$ cat src/rtl/uart_ex.sv
// -----------------------------------------------------------------------------
// uart_ex : parametrised full-duplex UART.
//
// Frame: start (0), DATA_BITS data LSB first, optional parity, stop bit(s) (1).
// One oversample tick every CLK_DIV_COUNT+1 clocks; OVS = 2**OVS_LOG2 ticks per bit.
//
// Optional build macro UART_RX_MAJORITY_EN: each receive sample is the 2-of-3
// majority of the synchronised line at ticks centre-1/centre/centre+1, and the
// decision (and so recv_valid) moves one tick later. Undefined: single sample.
//
// Ports:
//   clk, rst_n              clock, asynchronous active-low reset
//   rx                      serial input (asynchronous, synchronised inside)
//   tx                      serial output (registered, idles high)
//   send_data / send_req    word to transmit, accepted when send_ready = 1
//   send_ready              transmitter idle
//   recv_data               last received word, right-justified
//   recv_valid              one-clk pulse per completed frame (errored or not)
//   parity_err / frame_err  error flags for the last frame, held until next
// -----------------------------------------------------------------------------
`timescale 1ns/1ps

module uart_ex #(
  parameter int CLK_DIV_COUNT = 216,
  parameter int DIV_WIDTH     = 8,
  parameter int OVS_LOG2      = 2,
  parameter int DATA_BITS     = 8,
  parameter int PARITY        = 0,
  parameter int STOP_BITS     = 1
) (
  input  logic                 clk,
  input  logic                 rst_n,
  input  logic                 rx,
  output logic                 tx,
  input  logic [DATA_BITS-1:0] send_data,
  input  logic                 send_req,
  output logic                 send_ready,
  output logic [DATA_BITS-1:0] recv_data,
  output logic                 recv_valid,
  output logic                 parity_err,
  output logic                 frame_err
);

  localparam int OVS = 1 << OVS_LOG2;
  localparam logic [DIV_WIDTH-1:0] DIV_RELOAD  = DIV_WIDTH'(CLK_DIV_COUNT);
  localparam logic [OVS_LOG2-1:0]  RX_BIT_LAST = OVS_LOG2'(OVS - 1);
  localparam logic [3:0]           DATA_LAST   = 4'(DATA_BITS - 1);
  localparam logic [1:0]           STOP_LAST   = 2'(STOP_BITS);
`ifdef UART_RX_MAJORITY_EN
  // Decision one tick after the centre so the centre+1 sample is available.
  localparam logic [OVS_LOG2-1:0]  RX_START_LAST = OVS_LOG2'(OVS / 2);
`else
  localparam logic [OVS_LOG2-1:0]  RX_START_LAST = OVS_LOG2'(OVS / 2 - 1);
`endif

  typedef enum logic [2:0] {
    S_IDLE   = 3'd0,
    S_START  = 3'd1,
    S_DATA   = 3'd2,
    S_PARITY = 3'd3,
    S_STOP   = 3'd4
  } state_e;

  // Parity bit value that makes the frame correct for the configured mode.
  function automatic logic parity_bit(input logic [DATA_BITS-1:0] d);
    parity_bit = (PARITY == 1) ? ~(^d) : (^d);
  endfunction

  // ---------------------------------------------------------------------------
  // Tick generation
  // ---------------------------------------------------------------------------
  logic [DIV_WIDTH-1:0] div_cnt_q, div_cnt_d;
  logic [OVS_LOG2-1:0]  tx_phase_q, tx_phase_d;
  logic                 tick;
  logic                 bit_tick;

  // Divider and free-running tx phase next values.
  always_comb begin
    tick       = (div_cnt_q == {DIV_WIDTH{1'b0}});
    div_cnt_d  = tick ? DIV_RELOAD : (div_cnt_q - DIV_WIDTH'(1));
    tx_phase_d = tick ? (tx_phase_q + OVS_LOG2'(1)) : tx_phase_q;
    bit_tick   = tick && (tx_phase_q == {OVS_LOG2{1'b0}});
  end

  // Divider and phase registers.
  always_ff @(posedge clk or negedge rst_n) begin
    if (!rst_n) begin
      div_cnt_q  <= DIV_RELOAD;
      tx_phase_q <= {OVS_LOG2{1'b0}};
    end else begin
      div_cnt_q  <= div_cnt_d;
      tx_phase_q <= tx_phase_d;
    end
  end

  // ---------------------------------------------------------------------------
  // Transmitter
  // ---------------------------------------------------------------------------
  state_e               tx_state_q, tx_state_d;
  logic [DATA_BITS-1:0] tx_data_q, tx_data_d;
  logic                 tx_par_q, tx_par_d;
  logic [3:0]           tx_idx_q, tx_idx_d;
  logic [1:0]           tx_stop_q, tx_stop_d;
  logic                 tx_q, tx_d;
  logic                 send_ready_q, send_ready_d;

  // TX state register.
  always_ff @(posedge clk or negedge rst_n) begin
    if (!rst_n) begin
      tx_state_q   <= S_IDLE;
      tx_data_q    <= {DATA_BITS{1'b0}};
      tx_par_q     <= 1'b0;
      tx_idx_q     <= 4'd0;
      tx_stop_q    <= 2'd0;
      tx_q         <= 1'b1;
      send_ready_q <= 1'b1;
    end else begin
      tx_state_q   <= tx_state_d;
      tx_data_q    <= tx_data_d;
      tx_par_q     <= tx_par_d;
      tx_idx_q     <= tx_idx_d;
      tx_stop_q    <= tx_stop_d;
      tx_q         <= tx_d;
      send_ready_q <= send_ready_d;
    end
  end

  // TX next state: the state names the next bit to put on the line.
  always_comb begin
    tx_state_d = tx_state_q;
    case (tx_state_q)
      S_IDLE:   if (send_req && send_ready_q) tx_state_d = S_START;
                else                          tx_state_d = S_IDLE;
      S_START:  if (bit_tick) tx_state_d = S_DATA;
                else          tx_state_d = S_START;
      S_DATA:   if (bit_tick && (tx_idx_q == DATA_LAST))
                  tx_state_d = (PARITY != 0) ? S_PARITY : S_STOP;
                else
                  tx_state_d = S_DATA;
      S_PARITY: if (bit_tick) tx_state_d = S_STOP;
                else          tx_state_d = S_PARITY;
      // The extra stop-count step ends the last stop bit a full period later.
      S_STOP:   if (bit_tick && (tx_stop_q == STOP_LAST)) tx_state_d = S_IDLE;
                else                                      tx_state_d = S_STOP;
      default:  tx_state_d = S_IDLE;
    endcase
  end

  // TX outputs and datapath.
  always_comb begin
    tx_d         = tx_q;
    tx_data_d    = tx_data_q;
    tx_par_d     = tx_par_q;
    tx_idx_d     = tx_idx_q;
    tx_stop_d    = tx_stop_q;
    send_ready_d = send_ready_q;
    case (tx_state_q)
      S_IDLE: begin
        tx_d = 1'b1;
        if (send_req && send_ready_q) begin
          tx_data_d    = send_data;
          tx_par_d     = parity_bit(send_data);
          tx_idx_d     = 4'd0;
          tx_stop_d    = 2'd0;
          send_ready_d = 1'b0;
        end else begin
          send_ready_d = 1'b1;
        end
      end
      S_START: begin
        if (bit_tick) tx_d = 1'b0;
        else          tx_d = tx_q;
      end
      S_DATA: begin
        if (bit_tick) begin
          tx_d      = tx_data_q[0];
          tx_data_d = tx_data_q >> 1;
          tx_idx_d  = tx_idx_q + 4'd1;
        end else begin
          tx_d = tx_q;
        end
      end
      S_PARITY: begin
        if (bit_tick) tx_d = tx_par_q;
        else          tx_d = tx_q;
      end
      S_STOP: begin
        if (bit_tick && (tx_stop_q == STOP_LAST)) begin
          send_ready_d = 1'b1;
        end else if (bit_tick) begin
          tx_d      = 1'b1;
          tx_stop_d = tx_stop_q + 2'd1;
        end else begin
          tx_d = tx_q;
        end
      end
      default: begin
        tx_d         = 1'b1;
        send_ready_d = 1'b1;
      end
    endcase
  end

  assign tx         = tx_q;
  assign send_ready = send_ready_q;

  // ---------------------------------------------------------------------------
  // Receiver
  // ---------------------------------------------------------------------------
  logic                 rx_meta_q, rx_meta_d;
  logic                 rx_sync_q, rx_sync_d;
  logic                 rx_bit_s;
  logic                 rx_centre_s;
  state_e               rx_state_q, rx_state_d;
  logic [OVS_LOG2-1:0]  rx_cnt_q, rx_cnt_d;
  logic [3:0]           rx_idx_q, rx_idx_d;
  logic [DATA_BITS-1:0] rx_shift_q, rx_shift_d;
  logic                 rx_perr_q, rx_perr_d;
  logic                 rx_armed_q, rx_armed_d;
  logic [DATA_BITS-1:0] recv_data_q, recv_data_d;
  logic                 recv_valid_q, recv_valid_d;
  logic                 parity_err_q, parity_err_d;
  logic                 frame_err_q, frame_err_d;
`ifdef UART_RX_MAJORITY_EN
  logic [1:0]           rx_hist_q, rx_hist_d;
`endif

  // Synchroniser, sample history and the value used as "the" sample.
  always_comb begin
    rx_meta_d = rx;
    rx_sync_d = rx_meta_q;
`ifdef UART_RX_MAJORITY_EN
    // hist[1] = two ticks ago (centre-1), hist[0] = last tick (centre).
    rx_hist_d = tick ? {rx_hist_q[0], rx_sync_q} : rx_hist_q;
    rx_bit_s  = (rx_hist_q[1] & rx_hist_q[0]) |
                (rx_hist_q[1] & rx_sync_q)    |
                (rx_hist_q[0] & rx_sync_q);
`else
    rx_bit_s  = rx_sync_q;
`endif
    if (rx_state_q == S_START) rx_centre_s = tick && (rx_cnt_q == RX_START_LAST);
    else                       rx_centre_s = tick && (rx_cnt_q == RX_BIT_LAST);
  end

  // RX state register (synchroniser idles high so a reset never looks like a start).
  always_ff @(posedge clk or negedge rst_n) begin
    if (!rst_n) begin
      rx_meta_q    <= 1'b1;
      rx_sync_q    <= 1'b1;
`ifdef UART_RX_MAJORITY_EN
      rx_hist_q    <= 2'b11;
`endif
      rx_state_q   <= S_IDLE;
      rx_cnt_q     <= {OVS_LOG2{1'b0}};
      rx_idx_q     <= 4'd0;
      rx_shift_q   <= {DATA_BITS{1'b0}};
      rx_perr_q    <= 1'b0;
      rx_armed_q   <= 1'b0;
      recv_data_q  <= {DATA_BITS{1'b0}};
      recv_valid_q <= 1'b0;
      parity_err_q <= 1'b0;
      frame_err_q  <= 1'b0;
    end else begin
      rx_meta_q    <= rx_meta_d;
      rx_sync_q    <= rx_sync_d;
`ifdef UART_RX_MAJORITY_EN
      rx_hist_q    <= rx_hist_d;
`endif
      rx_state_q   <= rx_state_d;
      rx_cnt_q     <= rx_cnt_d;
      rx_idx_q     <= rx_idx_d;
      rx_shift_q   <= rx_shift_d;
      rx_perr_q    <= rx_perr_d;
      rx_armed_q   <= rx_armed_d;
      recv_data_q  <= recv_data_d;
      recv_valid_q <= recv_valid_d;
      parity_err_q <= parity_err_d;
      frame_err_q  <= frame_err_d;
    end
  end

  // RX next state.
  always_comb begin
    rx_state_d = rx_state_q;
    case (rx_state_q)
      S_IDLE:   if (tick && rx_armed_q && !rx_sync_q) rx_state_d = S_START;
                else                                  rx_state_d = S_IDLE;
      // A start bit that is high again at its centre was only a glitch.
      S_START:  if (rx_centre_s) rx_state_d = rx_bit_s ? S_IDLE : S_DATA;
                else             rx_state_d = S_START;
      S_DATA:   if (rx_centre_s && (rx_idx_q == DATA_LAST))
                  rx_state_d = (PARITY != 0) ? S_PARITY : S_STOP;
                else
                  rx_state_d = S_DATA;
      S_PARITY: if (rx_centre_s) rx_state_d = S_STOP;
                else             rx_state_d = S_PARITY;
      S_STOP:   if (rx_centre_s) rx_state_d = S_IDLE;
                else             rx_state_d = S_STOP;
      default:  rx_state_d = S_IDLE;
    endcase
  end

  // RX outputs and datapath.
  always_comb begin
    rx_cnt_d     = rx_cnt_q;
    rx_idx_d     = rx_idx_q;
    rx_shift_d   = rx_shift_q;
    rx_perr_d    = rx_perr_q;
    rx_armed_d   = rx_armed_q;
    recv_data_d  = recv_data_q;
    recv_valid_d = 1'b0;
    parity_err_d = parity_err_q;
    frame_err_d  = frame_err_q;

    if (rx_state_q == S_IDLE)  rx_cnt_d = {OVS_LOG2{1'b0}};
    else if (rx_centre_s)      rx_cnt_d = {OVS_LOG2{1'b0}};
    else if (tick)             rx_cnt_d = rx_cnt_q + OVS_LOG2'(1);
    else                       rx_cnt_d = rx_cnt_q;

    case (rx_state_q)
      S_IDLE: begin
        // Only a line seen high can arm detection; this swallows a held break.
        if (rx_sync_q) rx_armed_d = 1'b1;
        else           rx_armed_d = rx_armed_q;
      end
      S_START: begin
        if (rx_centre_s) begin
          rx_idx_d  = 4'd0;
          rx_perr_d = 1'b0;
        end else begin
          rx_idx_d  = rx_idx_q;
        end
      end
      S_DATA: begin
        if (rx_centre_s) begin
          rx_shift_d = {rx_bit_s, rx_shift_q[DATA_BITS-1:1]};
          rx_idx_d   = rx_idx_q + 4'd1;
        end else begin
          rx_shift_d = rx_shift_q;
        end
      end
      S_PARITY: begin
        if (rx_centre_s) rx_perr_d = rx_bit_s ^ parity_bit(rx_shift_q);
        else             rx_perr_d = rx_perr_q;
      end
      S_STOP: begin
        if (rx_centre_s) begin
          recv_data_d  = rx_shift_q;
          recv_valid_d = 1'b1;
          parity_err_d = (PARITY != 0) ? rx_perr_q : 1'b0;
          frame_err_d  = ~rx_bit_s;
          rx_armed_d   = rx_bit_s;
        end else begin
          recv_valid_d = 1'b0;
        end
      end
      default: begin
        recv_valid_d = 1'b0;
      end
    endcase
  end

  assign recv_data  = recv_data_q;
  assign recv_valid = recv_valid_q;
  assign parity_err = parity_err_q;
  assign frame_err  = frame_err_q;

endmodule
$ cat config.mk
export PLATFORM = sky130hd
export DESIGN_NAME = uart_ex
export DESIGN_NICKNAME = d
export VERILOG_FILES = /design/src/rtl/uart_ex.sv
export SDC_FILE = /design/constraint.sdc
export NUM_CORES = 1
export LEC_CHECK = 0
export CAP_MARGIN = 40
export CORE_UTILIZATION = 52
export CTS_CLUSTER_DIAMETER = 50
export DETAILED_ROUTE_END_ITERATION = 8
export PLACE_DENSITY = 0.76
export SLEW_MARGIN = 20
export SYNTH_ARGS = -nofsm -noshare
export SYNTH_HDL_FRONTEND = slang
export SYNTH_SLANG_ARGS = --single-unit
$ cat constraint.sdc
create_clock -name clk -period 2 [get_ports clk]
set_clock_uncertainty 0.1 [all_clocks]
set_input_delay 0.4 -clock clk [delete_from_list [all_inputs] [get_ports clk]]
set_output_delay 0.4 -clock clk [all_outputs]
set_load 0.02 [all_outputs]
# Word-level counts from Yosys, hierarchy flattened
# Cells that the tools add are included.
dict set report word_totals {
  register_bits 60
  in_bits 12
  elab_cells 126
}
dict set report op_classes {
  n_addsub 6
  n_eq_ne 24
  n_mux 45
  n_bitwise 2
  n_reduce_logical 30
}
# operator count
set ops {}
lappend ops {{$pmux 3 s5} 2}
lappend ops {{$mux 8} 3}
lappend ops {{$ne 2x2->1 const B} 11}
lappend ops {{$mux 2} 9}
lappend ops {{$mux 3} 6}
lappend ops {{$mux 4} 4}
lappend ops {{$pmux 4 s2} 2}
lappend ops {{$pmux 8 s2} 1}
lappend ops {{$mux 1} 14}
lappend ops {{$eq 3x2->1 const B} 4}
lappend ops {{$logic_and 1x1->1} 9}
lappend ops {{$reduce_and 3->1} 3}
lappend ops {{$add 4x1->4 const B} 2}
lappend ops {{$eq 4x3->1 const B} 2}
lappend ops {{$logic_not 8->1} 1}
lappend ops {{$reduce_and 2->1} 4}
lappend ops {{$reduce_bool 2->1} 4}
lappend ops {{$reduce_xor 8->1} 1}
lappend ops {{$sub 8x1->8 const B} 1}
lappend ops {{$add 2x1->2 const B} 3}
lappend ops {{$eq 3x1->1 const B} 2}
lappend ops {{$eq 3x3->1 const B} 2}
lappend ops {{$logic_not 3->1} 2}
lappend ops {{$reduce_and 5->1} 1}
lappend ops {{other kinds (12)} 14}

# Logic depth before layout (Yosys ltp)
dict set report logic_depth {
  depth_word 6
  ltp_mapped 7
}

# Least setup slack after synthesis
# No wires, ideal clock.
dict set report synth_timing {
  path_type {flip-flop to flip-flop}
  start {register div_cnt_q[0]}
  end {register tx_stop_q[1]}
  setup_ps 125
  arrival_ps 1698
  t_required_ps 1775
  path_slack_ps 78
  path_stages_with_launch 8
  n_path_buf 1
  cell_sequence {dfrtp_1 -> inv_1 -> ha_1 -> nor4bb_1 -> clkbuf_2 -> nand2_1 -> nor3_1 -> mux2_2}
}
dict set report synth_between {
  elab_chain_cells 5
}
# item line_no
set synth_lines {}
lappend synth_lines {{start: declaration} 72} ;# logic [DIV_WIDTH-1:0] div_cnt_q, div_cnt_d;
lappend synth_lines {{start signal: assignment} 91} ;# div_cnt_q <= div_cnt_d;
lappend synth_lines {{$logic_not 8->1 *} 79} ;# tick = (div_cnt_q == {DIV_WIDTH{1'b0}});
lappend synth_lines {{$logic_and 1x1->1 *} 82} ;# bit_tick = tick && (tx_phase_q == {OVS_LOG2{1'b0}});
lappend synth_lines {{$logic_and 1x1->1} 188} ;# if (bit_tick && (tx_stop_q == STOP_LAST)) begin
lappend synth_lines {{$ne 2x2->1 (no source line)} --}
lappend synth_lines {{$reduce_and 4->1 (no source line) *} --}
lappend synth_lines {{end signal: assignment} 122} ;# tx_stop_q <= tx_stop_d;
lappend synth_lines {{end: declaration} 103} ;# logic [1:0] tx_stop_q, tx_stop_d;
# Every way passes the cells marked *; elsewhere a longest branch is shown, timed or not.
# A chain may end at the register's enable or synchronous reset.

# Worst setup path after layout
dict set report layout_timing {
  start {register div_cnt_q[1]}
  end {register tx_data_q[5]}
}
dict set report layout_between {
  elab_chain_cells 4
}
# item line_no
set layout_lines {}
lappend layout_lines {{$logic_not 8->1} 79}
lappend layout_lines {{$logic_and 1x1->1} 82}
lappend layout_lines {{$ne 2x2->1 (no source line)} --}
lappend layout_lines {{$reduce_and 3->1 (no source line)} --}
lappend layout_lines {{end signal: assignment} 111} ;# tx_data_q <= {DATA_BITS{1'b0}};
lappend layout_lines {{end signal: assignment} 119} ;# tx_data_q <= tx_data_d;
lappend layout_lines {{end: declaration} 100} ;# logic [DATA_BITS-1:0] tx_data_q, tx_data_d;
# No other way between the ends.

==> results.rst <==
.. list-table::
   :header-rows: 1

   * - Metric
     - Value
   * - Instance count along the most critical hold path
     - 0
   * - Final antenna diode count
     - 0
   * - Overall die height
     - 77.1 µm
   * - Worst-skew pair later-pin latency
     - 0.33 ns
   * - Post-placement worst setup slack
     - -0.0434 ns
   * - Number of logic stages on the critical path including buffering
     - 7
   * - Length of the first detailed-routing pass in iterations
     - 4
   * - Count of nets left with antenna violations after detail routing
     - 0
   * - Maximum VDD drop
     - 468 µV
   * - Port buffer count
     - 23
   * - Wirelength per Cell
     - 14.7 µm
   * - Horiz. Die Dim
     - 77.1 µm
   * - Count of pins over their slew limit
     - 0
   * - Depth of the worst register-to-register path
     - 7
   * - Global-route usage over all layers
     - 20.5%
   * - Static Leak
     - 1.60 nW
   * - Overall die area
     - 5950 µm²
   * - Worst Hold Margin
     - 0.255 ns
   * - Power spent charging and discharging nets
     - 0.495 mW
   * - Worst R2R Start
     - div_cnt_q[1]$_DFF_PN0_
   * - Final period util
     - 96.3%
   * - Maximum number of pins on one net before global-route repair
     - 47
   * - Highest achievable clock rate
     - 0.519 GHz
   * - Post-route cell area
     - 3670 µm²
   * - Count of different cell masters after synthesis
     - 53
   * - Wirelength, routed
     - 5570 µm
   * - Via-per-instance ratio
     - 5.46
   * - Most used flip-flop cell after synthesis
     - sky130_fd_sc_hd__dfrtp_1
   * - Worst path arrival time
     - 2.04 ns
   * - Sequential area share after synthesis
     - 51.5%
   * - Clock share of power
     - 44.9%
   * - Standard cell area after detailed placement
     - 3340 µm²
   * - Final critical-path required period
     - 1.93 ns
   * - Status
     - finished, final reports clean
   * - Cell class contributing the biggest share of worst-path delay
     - simple AND/OR/NAND/NOR gates
   * - Crit path max fanout
     - 5
   * - Final core area utilization
     - 69.6%
   * - Critical Setup Path Class
     - flop to flop
   * - Hold Path Origin
     - rx_meta_q$_DFF_PN1_
   * - Post-DP HPWL
     - 3570 µm
   * - Area inside the core boundary
     - 5270 µm²
   * - Number of synthesized register bits
     - 60
   * - Number of enable-type register cells in the synthesized netlist
     - 0
   * - Synthesized cell area
     - 2930 µm²
   * - Final layout net count
     - 321
   * - Timing startpoint of the critical path
     - div_cnt_q[1]$_DFF_PN0_
   * - Commonest non-fill, non-tap cell in the layout
     - sky130_fd_sc_hd__dfrtp_1
   * - Actual slew at the worst max-slew pin
     - 0.487 ns
   * - Count of synthesis-stage warnings from yosys
     - 0
   * - Sink Count
     - 60
   * - Fraction of layout instances using a drive strength above 1
     - 29.2%
   * - CTS tree
     - built
   * - Initial Util
     - 55.7%
   * - Cell-by-cell trace of the critical path
     - inv_1 -> ha_2 -> nor4bb_4 -> buf_4 -> nand3_4 -> o21ai_4 -> mux2_4
   * - Slowest Stage Delay on Critical Path
     - 0.38 ns
   * - Via count of the first global-routing pass
     - 1999
   * - Initial DRC count
     - 164
   * - Slowest library cell on the worst path
     - sky130_fd_sc_hd__dfrtp_1
   * - CP Data Required Time
     - 2.11 ns
   * - Layout Area Growth over Synthesis
     - 25.0%
   * - Synth async-reset ratio
     - 100%
   * - Syn Inst Count
     - 256
   * - Combinational Power Share
     - 4.1%
   * - Number of buffer and inverter stages on the critical path
     - 2
   * - Antenna violations before repair
     - 0
   * - Count of endpoints failing hold in the final timing report
     - 0
   * - Worst min-delay path category
     - flop to flop
   * - Clock buffer depth
     - 2
   * - Filler instances
     - 392
   * - Total setup violations reported at the end of the flow
     - 0
   * - Total DRC errors in the routed layout
     - 0
   * - Setup ws final
     - 0.0746 ns
   * - RD Place Congestion
     - 0.810
   * - Worst Setup End Kind
     - flop
   * - Mean Syn Cell Area
     - 11.5 µm²
   * - Power per cell area
     - 659 nW/µm²
   * - Remaining max-slew budget at the tightest pin
     - 67.1%
   * - Reported max-cap violation count
     - 0
   * - Kind of launch point of the worst setup path
     - flop
   * - Post-Synthesis Net Count
     - 274
   * - Leading cell types in the layout, fill and taps excluded
     - 52 x sky130_fd_sc_hd__dfrtp_1, 26 x sky130_fd_sc_hd__mux2_2, 20 x sky130_fd_sc_hd__clkdlybuf4s50_1
   * - Fraction of power spent switching nets
     - 20.5%
   * - Level count of the clock H-tree
     - 3
   * - Overall power
     - 2.42 mW
   * - Sequential cell fraction of total power
     - 51.0%
   * - Clock slew at reported path FFs
     - 0.07 ns
   * - Cts bufs inserted
     - 9
   * - Congestion Overflow GR
     - 0
   * - Count of standard-cell rows
     - 26
   * - Clock tree root buffer cell
     - sky130_fd_sc_hd__clkbuf_8
   * - Via total after detailed routing
     - 2062
   * - First-pass GRT wire length
     - 9510 µm
   * - IO Pins
     - 25
   * - Cell Int Power
     - 1.92 mW
-- final cells by class --
class / instances / area, µm² / share of cell area [%]
Clock buffer: 14 / 163 / 4.44
Clock inverter: 2 / 35.0 / 0.955
Inverter: 14 / 52.6 / 1.43
Multi-Input combinational cell: 172 / 1390 / 37.8
Sequential cell: 60 / 1510 / 41.2
Tap cell: 70 / 87.6 / 2.39
Timing Repair Buffer: 46 / 430 / 11.7
-- power groups by stage --
stage	Sequential [mW]	Clock [mW]	Combinational, mW
final	1.23	1.09	0.0991
after global routing	1.23	1.16	0.111
after CTS	1.23	1.10	0.0983
after detailed placement	1.25	0	0.0958
after global placement	1.25	0	0.0945
after floorplan	1.25	0	0.0397
-- kinds of logic (layout without fill, tap and decap cells) --
kind of cell | count (synthesis) | in the layout | share of synthesized area (%)
AO/OA/AOI/OAI | 38 | 39 | 9.04
adder cells (fa/ha/maj) | 6 | 6 | 2.56
multiplexers | 34 | 34 | 12.9
AND/OR/NAND/NOR | 76 | 76 | 14.7
XOR/XNOR | 16 | 16 | 4.78
other | 1 | 1 | 0.128
flip-flops | 60 | 60 | 51.5
buffers and inverters | 25 | 76 | 4.35
-- cells in the mapped netlist (all sizes together), types with 2 or more instances --
cell type,instances,area (µm²)
dfrtp,52,1300
mux2,31,349
nand2,19,71.3
nor2,16,60.1
inv,14,52.6
o21ai,13,76.3
xnor2,13,114
buf,9,66.3
dfstp,8,210
a21oi,6,30.0
ha,6,75.1
nor3b,6,45.0
nand3,5,30.0
nor3,5,25.0
and3,3,18.8
mux2i,3,30.0
nand4,3,18.8
nor2b,3,18.8
xor2,3,26.3
a21o,2,15.0
a31oi,2,12.5
and2,2,12.5
and3b,2,17.5
clkbuf,2,8.75
nand3b,2,15.0
nor4bb,2,20.0
o211ai,2,15.0
o21a,2,15.0
o32ai,2,17.5
or2,2,12.5
-- sequential cells by signal, indices dropped and copies added (netlist names), 2 cells and up --
signal      count
div_cnt_q       8
recv_data       8
rx_shift_q      8
tx_data_q       8
rx_idx_q        4
tx_idx_q        4
rx_state_q      3
tx_state_q      3
rx_cnt_q        2
tx_phase_q      2
tx_stop_q       2
-- metrics by stage --
| step | instances | TNS (ns) |
|---|---|---|
| finish | 378 | 0 |
| global placement | 357 | 0 |
| detailed placement | 357 | -0.226 |
| floorplan | 256 | 0 |
| global route | 378 | -0.0434 |
| CTS | 375 | -0.0000675 |
-- path summary, 6_finish.rpt --
kind / endpoint / slack [ns]
max in group asynchronous: div_cnt_q[4]$_DFF_PN1_ / 0.73
hold reg to reg: rx_bit_s$_DFF_PN1_ / 0.26
min in group asynchronous: tx_stop_q[0]$_DFFE_PN0P_ / 0.43
hold / removal: rx_bit_s$_DFF_PN1_ / 0.26
setup reg to reg: tx_data_q[5]$_DFFE_PN0P_ / 0.07
setup / recovery: tx_data_q[5]$_DFFE_PN0P_ / 0.07
-- routing by layer --
metal  global-route usage [%]  share of wire [%]  up-vias
met5                        0                  0        -
met4                     8.49                1.5        0
met3                     4.40                3.5       10
met2                     31.0                 46       46
met1                     28.7                 49     1019
li1                         -                  -      987
-- timing repair --
item | CTS | global route
hold endpoints to repair | 12 | 0
setup endpoints to repair | 9 | 31
resized for setup | 4 | 17
buffers inserted | 0 | 3
pin swaps | 0 | 2
cloned | 1 | 0
hold buffers | 1 | 0
No activity file was read; power rests on OpenSTA's default activity.
